===== config.mk =====
export PLATFORM = sky130hd
export DESIGN_NAME = phase_ctrl_seq
export DESIGN_NICKNAME = d
export VERILOG_FILES = /design/src/rtl/phase_pkg.sv /design/src/rtl/phase_ctrl_seq_beat_checker.sv /design/src/rtl/phase_ctrl_seq.sv
export SDC_FILE = /design/constraint.sdc
export NUM_CORES = 1
export LEC_CHECK = 0
export BUFFER_PORTS_ARGS = -buffer_cell sky130_fd_sc_hd__buf_2
export CORE_MARGIN = 4
export CORE_UTILIZATION = 48
export CTS_BUF_LIST = sky130_fd_sc_hd__clkbuf_16
export DETAILED_ROUTE_END_ITERATION = 10
export HOLD_SLACK_MARGIN = 0.08
export PLACE_DENSITY = 0.76
export SYNTH_ARGS = -nofsm -noshare
export SYNTH_HDL_FRONTEND = slang
export SYNTH_SLANG_ARGS = --single-unit

===== constraint.sdc =====
create_clock -name clk -period 4.2 [get_ports clk]
set_clock_uncertainty 0.15 [all_clocks]
set_input_delay 0.21 -clock clk [delete_from_list [all_inputs] [get_ports clk]]
set_output_delay 0.21 -clock clk [all_outputs]
set_load 0.005 [all_outputs]

===== src/rtl/phase_pkg.sv =====
// Shared beat-bus definitions for the timing generator and its consumers.
// Beat constants are one-hot; next_beat() rotates P0->P1->P2->P3->P0.
package phase_pkg;

  localparam logic [3:0] P0 = 4'b0001;
  localparam logic [3:0] P1 = 4'b0010;
  localparam logic [3:0] P2 = 4'b0100;
  localparam logic [3:0] P3 = 4'b1000;

  typedef enum logic [2:0] {
    IDLE = 3'd0,
    SYNC = 3'd1,
    RUN  = 3'd2,
    HALT = 3'd3,
    ERR  = 3'd4
  } state_t;

  function automatic logic [3:0] next_beat(input logic [3:0] beat);
    return {beat[2:0], beat[3]};
  endfunction

endpackage


===== src/rtl/phase_ctrl_seq_beat_checker.sv =====
// beat_checker: tracks the expected beat and classifies the incoming one (match / zero / index).
// Combinational outputs, tracker updates on clk; PHASE_CHECK_EN selects tracking vs. direct priority decode.
module beat_checker
  import phase_pkg::*;
(
  input  logic       clk,
  input  logic       rst,
  input  logic [3:0] t,
  input  logic       clr,
  input  logic       sync,
  input  logic       step,
  output logic       match,
  output logic       is_zero,
  output logic [1:0] idx
);

  assign is_zero = (t == 4'b0000);

  // Highest set bit wins, so a malformed beat still yields a defined index.
  always_comb begin
    if (t[3])      idx = 2'd3;
    else if (t[2]) idx = 2'd2;
    else if (t[1]) idx = 2'd1;
    else           idx = 2'd0;
  end

`ifdef PHASE_CHECK_EN
  logic [3:0] expected;

  always_ff @(posedge clk) begin
    if (rst || clr)
      expected <= P0;
    else if (sync)
      expected <= next_beat(P0);
    else if (step)
      expected <= next_beat(expected);
  end

  // expected is always one-hot, so equality also rejects multi-bit beats.
  assign match = (t == expected);
`else
  logic unused_ctl;
  assign unused_ctl = ^{clk, rst, clr, sync, step};
  assign match      = !is_zero;
`endif

endmodule


===== src/rtl/phase_ctrl_seq.sv =====
// phase_ctrl_seq: consumes the one-hot beat bus and issues registered per-phase micro-op strobes.
// Latency 1 clk beat->strobe, no backpressure; PHASE_CHECK_EN enables sequence checking and the ERR state.
module phase_ctrl_seq
  import phase_pkg::*;
#(
  parameter int ICNT_W      = 16,
  parameter int HALT_ON_ERR = 1
) (
  input  logic              clk,
  input  logic              rst,
  input  logic [3:0]        t,
  input  logic              halt_req,
  output logic              fetch_en,
  output logic              pc_inc,
  output logic              decode_en,
  output logic              exec_en,
  output logic              wb_en,
  output logic              halted,
  output logic              seq_err,
  output logic [ICNT_W-1:0] icnt
);

  state_t     state;
  logic       match;
  logic       is_zero;
  logic       is_p0;
  logic [1:0] idx;
  logic       clr;
  logic       sync;
  logic       step;

  assign is_p0 = (t == P0);
  assign clr   = is_zero;
  // A P0 seen outside RUN/HALT starts an instruction, so the tracker jumps to P1.
  assign sync  = is_p0 && (state == IDLE || state == SYNC || state == ERR);
  assign step  = match && (state == RUN || state == HALT);

  beat_checker u_chk (
    .clk     (clk),
    .rst     (rst),
    .t       (t),
    .clr     (clr),
    .sync    (sync),
    .step    (step),
    .match   (match),
    .is_zero (is_zero),
    .idx     (idx)
  );

  always_ff @(posedge clk) begin
    if (rst) begin
      state     <= IDLE;
      fetch_en  <= 1'b0;
      pc_inc    <= 1'b0;
      decode_en <= 1'b0;
      exec_en   <= 1'b0;
      wb_en     <= 1'b0;
      icnt      <= '0;
    end else begin
      fetch_en  <= 1'b0;
      pc_inc    <= 1'b0;
      decode_en <= 1'b0;
      exec_en   <= 1'b0;
      wb_en     <= 1'b0;
      case (state)
        // IDLE and SYNC share handling so a P0 arriving straight out of IDLE is not lost.
        IDLE, SYNC: begin
          if (is_zero) begin
            state <= IDLE;
          end else if (is_p0) begin
            state    <= RUN;
            fetch_en <= 1'b1;
            pc_inc   <= 1'b1;
          end else begin
            state <= SYNC;
          end
        end
        RUN: begin
          if (is_zero) begin
            state <= IDLE;
          end else if (match) begin
            case (idx)
              2'd0: begin
                fetch_en <= 1'b1;
                pc_inc   <= 1'b1;
              end
              2'd1: decode_en <= 1'b1;
              2'd2: exec_en   <= 1'b1;
              2'd3: begin
                wb_en <= 1'b1;
                icnt  <= icnt + ICNT_W'(1);
                if (halt_req)
                  state <= HALT;
              end
              default: ;
            endcase
          end else begin
`ifdef PHASE_CHECK_EN
            state <= ERR;
`endif
          end
        end
        HALT: begin
          // Leaving on P3 means the next beat is a clean P0.
          if (is_zero) begin
            state <= IDLE;
          end else if (match) begin
            if (idx == 2'd3 && !halt_req)
              state <= RUN;
          end else begin
`ifdef PHASE_CHECK_EN
            state <= ERR;
`endif
          end
        end
`ifdef PHASE_CHECK_EN
        ERR: begin
          if (HALT_ON_ERR == 0 && is_p0) begin
            state    <= RUN;
            fetch_en <= 1'b1;
            pc_inc   <= 1'b1;
          end
        end
`endif
        default: state <= IDLE;
      endcase
    end
  end

  assign halted = (state == HALT);

`ifdef PHASE_CHECK_EN
  assign seq_err = (state == ERR);
`else
  localparam int unused_hoe = HALT_ON_ERR;
  assign seq_err = 1'b0;
`endif

endmodule

==> results.sh, run 1 <==
export IMPL_core_area_sq_um=1820
export IMPL_dpl_worst_slack_ns=2.03
export IMPL_synth_edf_count=0
export IMPL_diodes=0
export IMPL_synthArstFlopShare_pct=0
export IMPL_max_vdd_ir_drop_mv=0.274
export IMPL_multi_input_area_sq_um=472
export IMPL_cts_tree="yes"
export IMPL_maxSlewHeadroom_pct=62.7
export IMPL_ys_types=29
export IMPL_hpwl_mm=1.35
export IMPL_io_pins=30
export IMPL_fin_cells=160
export IMPL_grtUsageMet2_pct=26.4
export IMPL_drtAntennaViolNets=0
export IMPL_yosys_top_cells_count="dfxtp_1, nor2_1, nand2_1, xnor2_1, nor3_1"
export IMPL_slew_viol_final=0
export IMPL_dp_cells=156
export IMPL_via_per_inst=5.21
export IMPL_grt_pass1_vias=773
export IMPL_dpl_cell_area_sq_um=1100
export IMPL_grt_max_degree=22
export IMPL_globalRouteMet3Util_pct=3.42
export IMPL_power_leakage_nw=0.494
export IMPL_critPathKind="flop to flop"
export IMPL_antenna_found_initial=0
export IMPL_yosysWarnings=0
export IMPL_die_width_microns=52.8
export IMPL_synth_main_ff_cell="dfxtp_1"
export IMPL_startpoint_type="flop"
export IMPL_grt_pass1_wl_mm=3.42
export IMPL_syn_area_sq_um=965
export IMPL_numPortBuffers=28
export IMPL_fin_area_sq_um=1180
export IMPL_synth_top_area_cell="dfxtp_1"
export IMPL_drive_gt1_share_pct=26.7
export IMPL_overflow=0
export IMPL_worstSkewPairLatency_ns=0.25
export IMPL_tns_ns=0
export IMPL_clk_pin_slew_ns=0.06
export IMPL_path_cells="nand4b_1 -> or3_2 -> nor3_1 -> mux2_2"
export IMPL_cp_slowest_cell="or3_2"
export IMPL_drc=0
export IMPL_finalSetupViolCount=0
export IMPL_post_cts_setup_buffers=0
export IMPL_met1_usage_pct=21.1
export IMPL_die_area_sq_um=2790
export IMPL_htree_levels=1
export IMPL_yosysMostFrequentCell="dfxtp_1"
export IMPL_power_uw=421
export IMPL_hold_class="primary input to flop"
export IMPL_syn_num_nets=117
export IMPL_p_per_area_nw_per_um2=358
export IMPL_wl_per_cell_microns=11.6
export IMPL_layout_setup_ws_ns=2.03
export IMPL_vias=833
export IMPL_cts_sinks=22
export IMPL_row_count=15
export IMPL_start_util_pct=53.0
export IMPL_synthTopCellsByArea="dfxtp_1, xnor2_1, nor2_1"
export IMPL_groute_usage_overall_pct=16.7
export IMPL_yosysSeqAreaShare_pct=45.7
export IMPL_die_h_microns=52.8
export IMPL_critPathArrivalTime_ns=2.16
export IMPL_fin_crit_sh_pct=51.6
export IMPL_worstPathRequired_ns=4.19
export IMPL_max_freq_ghz=0.461
export IMPL_drt_wl_total_mm=1.86
export IMPL_worstMarginPinSlew_ns=0.555
export IMPL_fill_cells=167
export IMPL_initialDrtViolationCount=16
export IMPL_area_growth_pct=22.0
export IMPL_synth_area_per_cell_sq_um=8.85
export IMPL_finalNetCount=144
export IMPL_clock_path_buffers=2
export IMPL_status="finished, final reports clean"
export IMPL_first_pass_iters=4
export IMPL_endpoint_kind="flop"
export IMPL_cts_hold_buf=0
export IMPL_cts_made_buffers=3
export IMPL_max_stage_delay_ns=0.57
export IMPL_synthCells=109
export IMPL_rsz0062_at_grt="no"
export IMPL_regArea_sq_um=440
export IMPL_period_needed_ns=2.17
export IMPL_cap_violations=0
export IMPL_yosysTopAreaCellShare_pct=45.7
export IMPL_hold_violations=0
export IMPL_busiest_layer="met2"
export IMPL_path_max_fanout=13
export IMPL_cts_root_buffer="clkbuf_16"
export IMPL_cts_resized=0
export IMPL_ys_ff_latch=22
export IMPL_gp_congestion=0.744
layout make-up:
cell class | count | share of cell area, %
Tap cell | 25 | 2.66
Timing Repair Buffer | 28 | 11.9
Sequential cell | 22 | 37.4
Inverter | 4 | 1.28
Clock buffer | 3 | 6.38
Clock inverter | 1 | 0.319
Multi-Input combinational cell | 77 | 40.1
placed cells by master (no fill, tap or decap), types with 4 or more instances in the layout:
cell type  count
nand2_1        7
inv_1          4
nor2_1        15
dfxtp_1       22
nand3_1        5
nor3_1         6
xnor2_1        7
a21oi_1        5
buf_2         28
per-stage QoR:
stage	hold WS (ns)	util, %
finish	0.0854	64.7
global placement	0.317	60.3
global route	0.106	64.7
CTS	0.0816	64.7
detailed placement	0.327	60.3
floorplan	0.206	-
power by group:
group / internal (mW) / leakage (nW) / switching, mW
registers: 0.210 / 0.178 / 0.00129
logic: 0.00510 / 0.278 / 0.00777
clock network: 0.127 / 0.0385 / 0.0701
sequential cells by signal, indices dropped and copies added, names as in the netlist:
name,count
state,2
icnt,16
decode_en,1
wb_en,1
pc_inc,1
exec_en,1
logic make-up (layout without fill, tap and decap cells):
family                   Yosys count  after routing  synth area share (%)
XOR/XNOR                          10             10                  9.08
flip-flops                        22             22                  45.7
adder cells (fa/ha/maj)            1              1                  1.30
buffers and inverters             10             36                  5.45
multiplexers                       3              3                  3.24
AO/OA/AOI/OAI                     10             10                  5.97
other                              1              1                 0.389
AND/OR/NAND/NOR                   52             52                  28.9
critical path, delay by kind of cell (launching register included):
family / cells / cell delay (ns)
multiplexers: 1 / 0.35
AND/OR/NAND/NOR: 3 / 1.15
flip-flops: 1 / 0.40
path summary, 6_finish.rpt:
check                              start        to  slack [ns]  depth (start not counted)
worst max-delay path            state[1]  icnt[13]        2.03                          4
worst min-delay path                t[2]   exec_en        0.09                          2
worst max register to register  state[1]  icnt[13]        2.03                          4
worst min register to register  icnt[15]  icnt[15]        0.33                          2
per-layer routing:
metal | wire length [microns] | part of all wire (%)
met4 | 42 | 2.3
met3 | 103 | 5.5
met5 | 0 | 0
met1 | 868 | 47
met2 | 848 | 46
Power figures use the tool's default switching activity.
==> run 2: changes to the inputs <==
- clock period: 4.2 -> 2.24 ns (I/O delays scaled with it)
==> run 2 against run 1 <==
Against the previous run: via count grew 5.4%; clock power grew 87%; cell count grew 4.4%; largest power group unchanged; die area is the same; first-iteration DRC count grew 6.3%; sequential share of layout area shrank 2.0 points; flip-flop and latch count is the same; design area grew 5.7%.
==> results.sh, run 2 (same netlist as run 1, synthesis figures left out) <==
export IMPL_cts_root_buffer="clkbuf_16"
export IMPL_cap_violations=0
export IMPL_worstSkewPairLatency_ns=0.25
export IMPL_clk_pin_slew_ns=0.06
export IMPL_cts_sinks=22
export IMPL_hold_violations=0
export IMPL_grt_pass1_wl_mm=3.64
export IMPL_largest_register_ffs=16
export IMPL_final_cell_mix="buf_2, dfxtp_1, nor2_1"
export IMPL_antenna_found_initial=0
export IMPL_diodes=0
export IMPL_die_width_microns=52.8
export IMPL_worstHoldStart="rst"
export IMPL_r2r_cells=4
export IMPL_start_util_pct=53.0
export IMPL_status="finished, final reports clean"
export IMPL_timing_reg2reg_setup_slack_ns=0.30
export IMPL_numPortBuffers=28
export IMPL_row_count=15
export IMPL_die_h_microns=52.8
export IMPL_power_leakage_nw=0.526
export IMPL_drt_wl_total_mm=2.15
export IMPL_grt_max_degree=22
export IMPL_worstHoldEndpoint="state[1]"
export IMPL_path_max_fanout=7
export IMPL_die_area_sq_um=2790
export IMPL_initialDrtViolationCount=17
export IMPL_maxSlewHeadroom_pct=62.5
export IMPL_endpoint_kind="flop"
export IMPL_final_common_cell="buf_2"
export IMPL_area_growth_pct=29.1
export IMPL_largest_register="icnt"
export IMPL_min_path_cells=2
export IMPL_path_cells="dlygate4sd3_1 -> buf_2 -> nand4b_1 -> or3_2 -> nor3_1 -> mux2_2"
export IMPL_worstPathRequired_ns=2.23
export IMPL_overflow=0
export IMPL_regArea_sq_um=440
export IMPL_via_per_inst=5.26
export IMPL_drc=0
export IMPL_hpwl_mm=1.42
export IMPL_grt_pass1_vias=826
export IMPL_worstMarginPinSlew_ns=0.558
export IMPL_startpoint_type="primary input"
export IMPL_critPathKind="primary input to flop"
export IMPL_rsz0062_at_grt="no"
export IMPL_finalNetCount=151
export IMPL_cts_resized=0
export IMPL_r2r_start="icnt[5]"
export IMPL_cts_made_buffers=3
export IMPL_max_freq_ghz=0.484
export IMPL_period_needed_ns=2.07
export IMPL_post_cts_setup_buffers=0
export IMPL_biggestRegsByFlops="icnt: 16 flops, state: 2 flops"
export IMPL_max_stage_delay_ns=0.52
export IMPL_io_pins=30
export IMPL_critPathArrivalTime_ns=2.06
export IMPL_fill_cells=156
export IMPL_multi_input_area_sq_um=472
export IMPL_htree_levels=1
export IMPL_whs_ns=0.0990
export IMPL_groute_usage_overall_pct=17.6
export IMPL_wl_per_cell_microns=12.9
export IMPL_path_delay_family="simple AND/OR/NAND/NOR gates"
export IMPL_slew_viol_final=0
export IMPL_core_area_sq_um=1820
export IMPL_p_per_area_nw_per_um2=640
export IMPL_r2r_end="icnt[13]"
export IMPL_cp_slowest_cell="dlygate4sd3_1"
export IMPL_fin_crit_sh_pct=92.2
export IMPL_drtAntennaViolNets=0
export IMPL_max_vdd_ir_drop_mv=0.509
export IMPL_clock_path_buffers=2
export IMPL_drive_gt1_share_pct=26.1
export IMPL_first_pass_iters=4
export IMPL_vias=878
export IMPL_hold_class="primary input to flop"
export IMPL_cts_tree="yes"
export IMPL_gp_congestion=0.753
export IMPL_cp_depth=6
export IMPL_tns_ns=0
export IMPL_path_buf_inv=2
export IMPL_finalSetupViolCount=0
## run 2: power breakdown
group / total, mW / switching (mW) / internal (mW)
registers: 0.397 / 0.00251 / 0.394
clock network: 0.368 / 0.130 / 0.238
logic: 0.0322 / 0.0169 / 0.0153
total: 0.796 / 0.149 / 0.647
## run 2: worst max path at each step
| stage | from | to | slack, ns |
|---|---|---|---|
| floorplan | icnt[5] | icnt[13] | 0.40 |
| CTS | t[3] | icnt[13] | 0.18 |
| detailed placement | icnt[4] | icnt[13] | 0.32 |
| global placement | icnt[5] | icnt[13] | 0.37 |
| finish | t[3] | icnt[13] | 0.17 |
| global route | t[3] | icnt[13] | 0.09 |
## run 2: metal layers
metal  up-vias  GRT usage, %  part of all wire, %
met2        23          30.4                   49
met4         0          6.38                  1.1
met3         4          3.42                  4.5
met1       405          21.2                   45
li1        446             -                    -
met5         -             0                    0
## run 2: final cells by class
cell class	count	area share, %
multi-input combinational	77	37.9
sequential	22	35.4
timing repair buffer	35	16.7
clock buffer	3	6.03
tap	25	2.51
inverter	4	1.21
clock inverter	1	0.302
## run 2: repair_timing
action	4_1_cts	5_1_grt
endpoints found under the setup margin	0	0
hold buffers	6	0
hold endpoints to repair	6	0
## run 2: per-stage QoR
stage	std cells	util, %	setup slack (ns)	total power [mW]	cell area (sq um)
floorplan	109	-	0.397	0.422	965
global placement	157	60.8	0.369	0.429	1110
detailed placement	157	60.8	0.321	0.429	1110
CTS	167	68.4	0.176	0.803	1240
global route	167	68.4	0.0903	0.826	1240
finish	167	68.4	0.174	0.796	1240
==> run 3: changes to the inputs <==
- clock period: 2.24 -> 2 ns (I/O delays scaled with it)
==> run 3 against run 2 <==
Against the previous run: global-route usage up 0.48 points; clock power up 11%; register-to-register slack worse by 0.22 ns; worst setup slack worse by 0.098 ns; design area up 2.3%; hold slack worse by 0.0069 ns; sequential power up 12%; critical path depth down 2; routed wire length down 4.2%; non-clock buffer count up 4; core utilization up 1.6 points; first-iteration DRC count down 76%.
==> results.sh, run 3 (same netlist as run 1, synthesis figures left out) <==
export IMPL_dpl_cell_area_sq_um=1140
export IMPL_vias=859
export IMPL_finalSetupViolCount=0
export IMPL_largest_register_ffs=16
export IMPL_cts_sinks=22
export IMPL_cts_root_buffer="clkbuf_16"
export IMPL_final_common_cell="buf_2"
export IMPL_first_pass_iters=3
export IMPL_slew_viol_final=0
export IMPL_htree_levels=1
export IMPL_drive_gt1_share_pct=29.5
export IMPL_die_h_microns=52.8
export IMPL_dpl_worst_slack_ns=0.0859
export IMPL_utilization_pct=70.0
export IMPL_groute_usage_overall_pct=18.0
export IMPL_period_needed_ns=1.92
export IMPL_startpoint_type="flop"
export IMPL_gp_congestion=0.792
export IMPL_hold_class="primary input to flop"
export IMPL_timing_reg2reg_setup_slack_ns=0.08
export IMPL_critPathArrivalTime_ns=1.91
export IMPL_biggestRegsByFlops="icnt: 16 flops, state: 2 flops"
export IMPL_diodes=0
export IMPL_start_util_pct=53.0
export IMPL_core_area_sq_um=1820
export IMPL_die_area_sq_um=2790
export IMPL_path_cells="nand4b_1 -> or3_2 -> nor3_1 -> mux2_2"
export IMPL_die_width_microns=52.8
export IMPL_clock_path_buffers=2
export IMPL_largest_register="icnt"
export IMPL_r2r_start="state[1]"
export IMPL_clk_pin_slew_ns=0.06
export IMPL_antenna_found_initial=0
export IMPL_r2r_cells=4
export IMPL_worstHoldStart="rst"
export IMPL_power_leakage_nw=0.544
export IMPL_grt_pass1_vias=863
export IMPL_grt_pass1_wl_mm=3.72
export IMPL_io_pins=30
export IMPL_finalNetCount=155
export IMPL_status="finished, final reports clean"
export IMPL_endpoint_kind="flop"
export IMPL_fin_crit_sh_pct=96.2
export IMPL_r2r_end="icnt[13]"
export IMPL_p_per_area_nw_per_um2=699
export IMPL_drt_wl_total_mm=2.06
export IMPL_dp_cells=161
export IMPL_drtAntennaViolNets=0
export IMPL_worstHoldEndpoint="icnt[5]"
export IMPL_overflow=0
export IMPL_hpwl_mm=1.41
export IMPL_cts_made_buffers=3
export IMPL_cap_violations=0
export IMPL_grt_max_degree=22
export IMPL_critPathKind="flop to flop"
export IMPL_hold_violations=0
export IMPL_drc=0
export IMPL_worstPathRequired_ns=1.99
export IMPL_initialDrtViolationCount=4
export IMPL_final_cell_mix="buf_2, dfxtp_1, nor2_1"
export IMPL_max_vdd_ir_drop_mv=0.644
export IMPL_worstSkewPairLatency_ns=0.25
export IMPL_whs_ns=0.0921
export IMPL_via_per_inst=5.02
export IMPL_max_freq_ghz=0.520
export IMPL_numPortBuffers=28
export IMPL_cp_slowest_cell="or3_2"
export IMPL_layout_setup_ws_ns=0.0762
export IMPL_max_stage_delay_ns=0.52
export IMPL_cts_tree="yes"
export IMPL_min_path_cells=2
export IMPL_wl_per_cell_microns=12.0
export IMPL_fin_area_sq_um=1270
export IMPL_path_max_fanout=6
export IMPL_area_growth_pct=32.0
export IMPL_fin_cells=171
export IMPL_row_count=15
## run 3: stage by stage
stage               setup TNS [ns]  total power, mW
finish                           0            0.890
global route               -0.0195            0.923
CTS                              0            0.897
detailed placement               0            0.481
global placement                 0            0.480
floorplan                        0            0.473
## run 3: worst max path at each step
stage,from,end,depth (start not counted)
after floorplan,icnt[5],icnt[13],4
after global placement,icnt[4],icnt[13],4
after detailed placement,icnt[4],icnt[13],4
after CTS,icnt[4],icnt[13],4
after global routing,state[1],icnt[13],4
final,state[1],icnt[13],4
## run 3: power by group
group          leakage, nW  internal, mW  switching (mW)
clock               0.0385         0.266           0.144
combinational        0.328        0.0175          0.0189
sequential           0.178         0.442         0.00256
total                0.544         0.725           0.165
## run 3: per-layer routing
layer  up-vias  wire length, microns  share of wire (%)  track usage (%)
li1        447                     -                  -                -
met1       393                   966                 47             21.6
met2        17                   989                 48             30.8
met3         2                    89                4.3             4.56
met4         0                    13               0.63             6.38
met5         -                     0                  0                0
## run 3: worst max-delay path, delay by kind of cell (launching register included)
kind	cells	cell delay, ns
mux	1	0.35
simple gates	3	0.93
flops	1	0.40
## run 3: area by class of cell
cell class / count / area (sq um)
sequential: 22 / 442
fill: 152 / 547
multi-input combinational: 77 / 472
clock buffer: 3 / 75.1
tap: 25 / 31.3
timing repair buffer: 39 / 235
inverter: 4 / 15.0
clock inverter: 1 / 3.75
## run 3: what timing repair did
| item | in CTS | in global routing |
|---|---|---|
| endpoints found under the hold margin | 7 | 0 |
| resized for setup | 0 | 1 |
| setup endpoints to repair | 0 | 2 |
| buffers inserted | 0 | 1 |
| hold buffers | 5 | 0 |
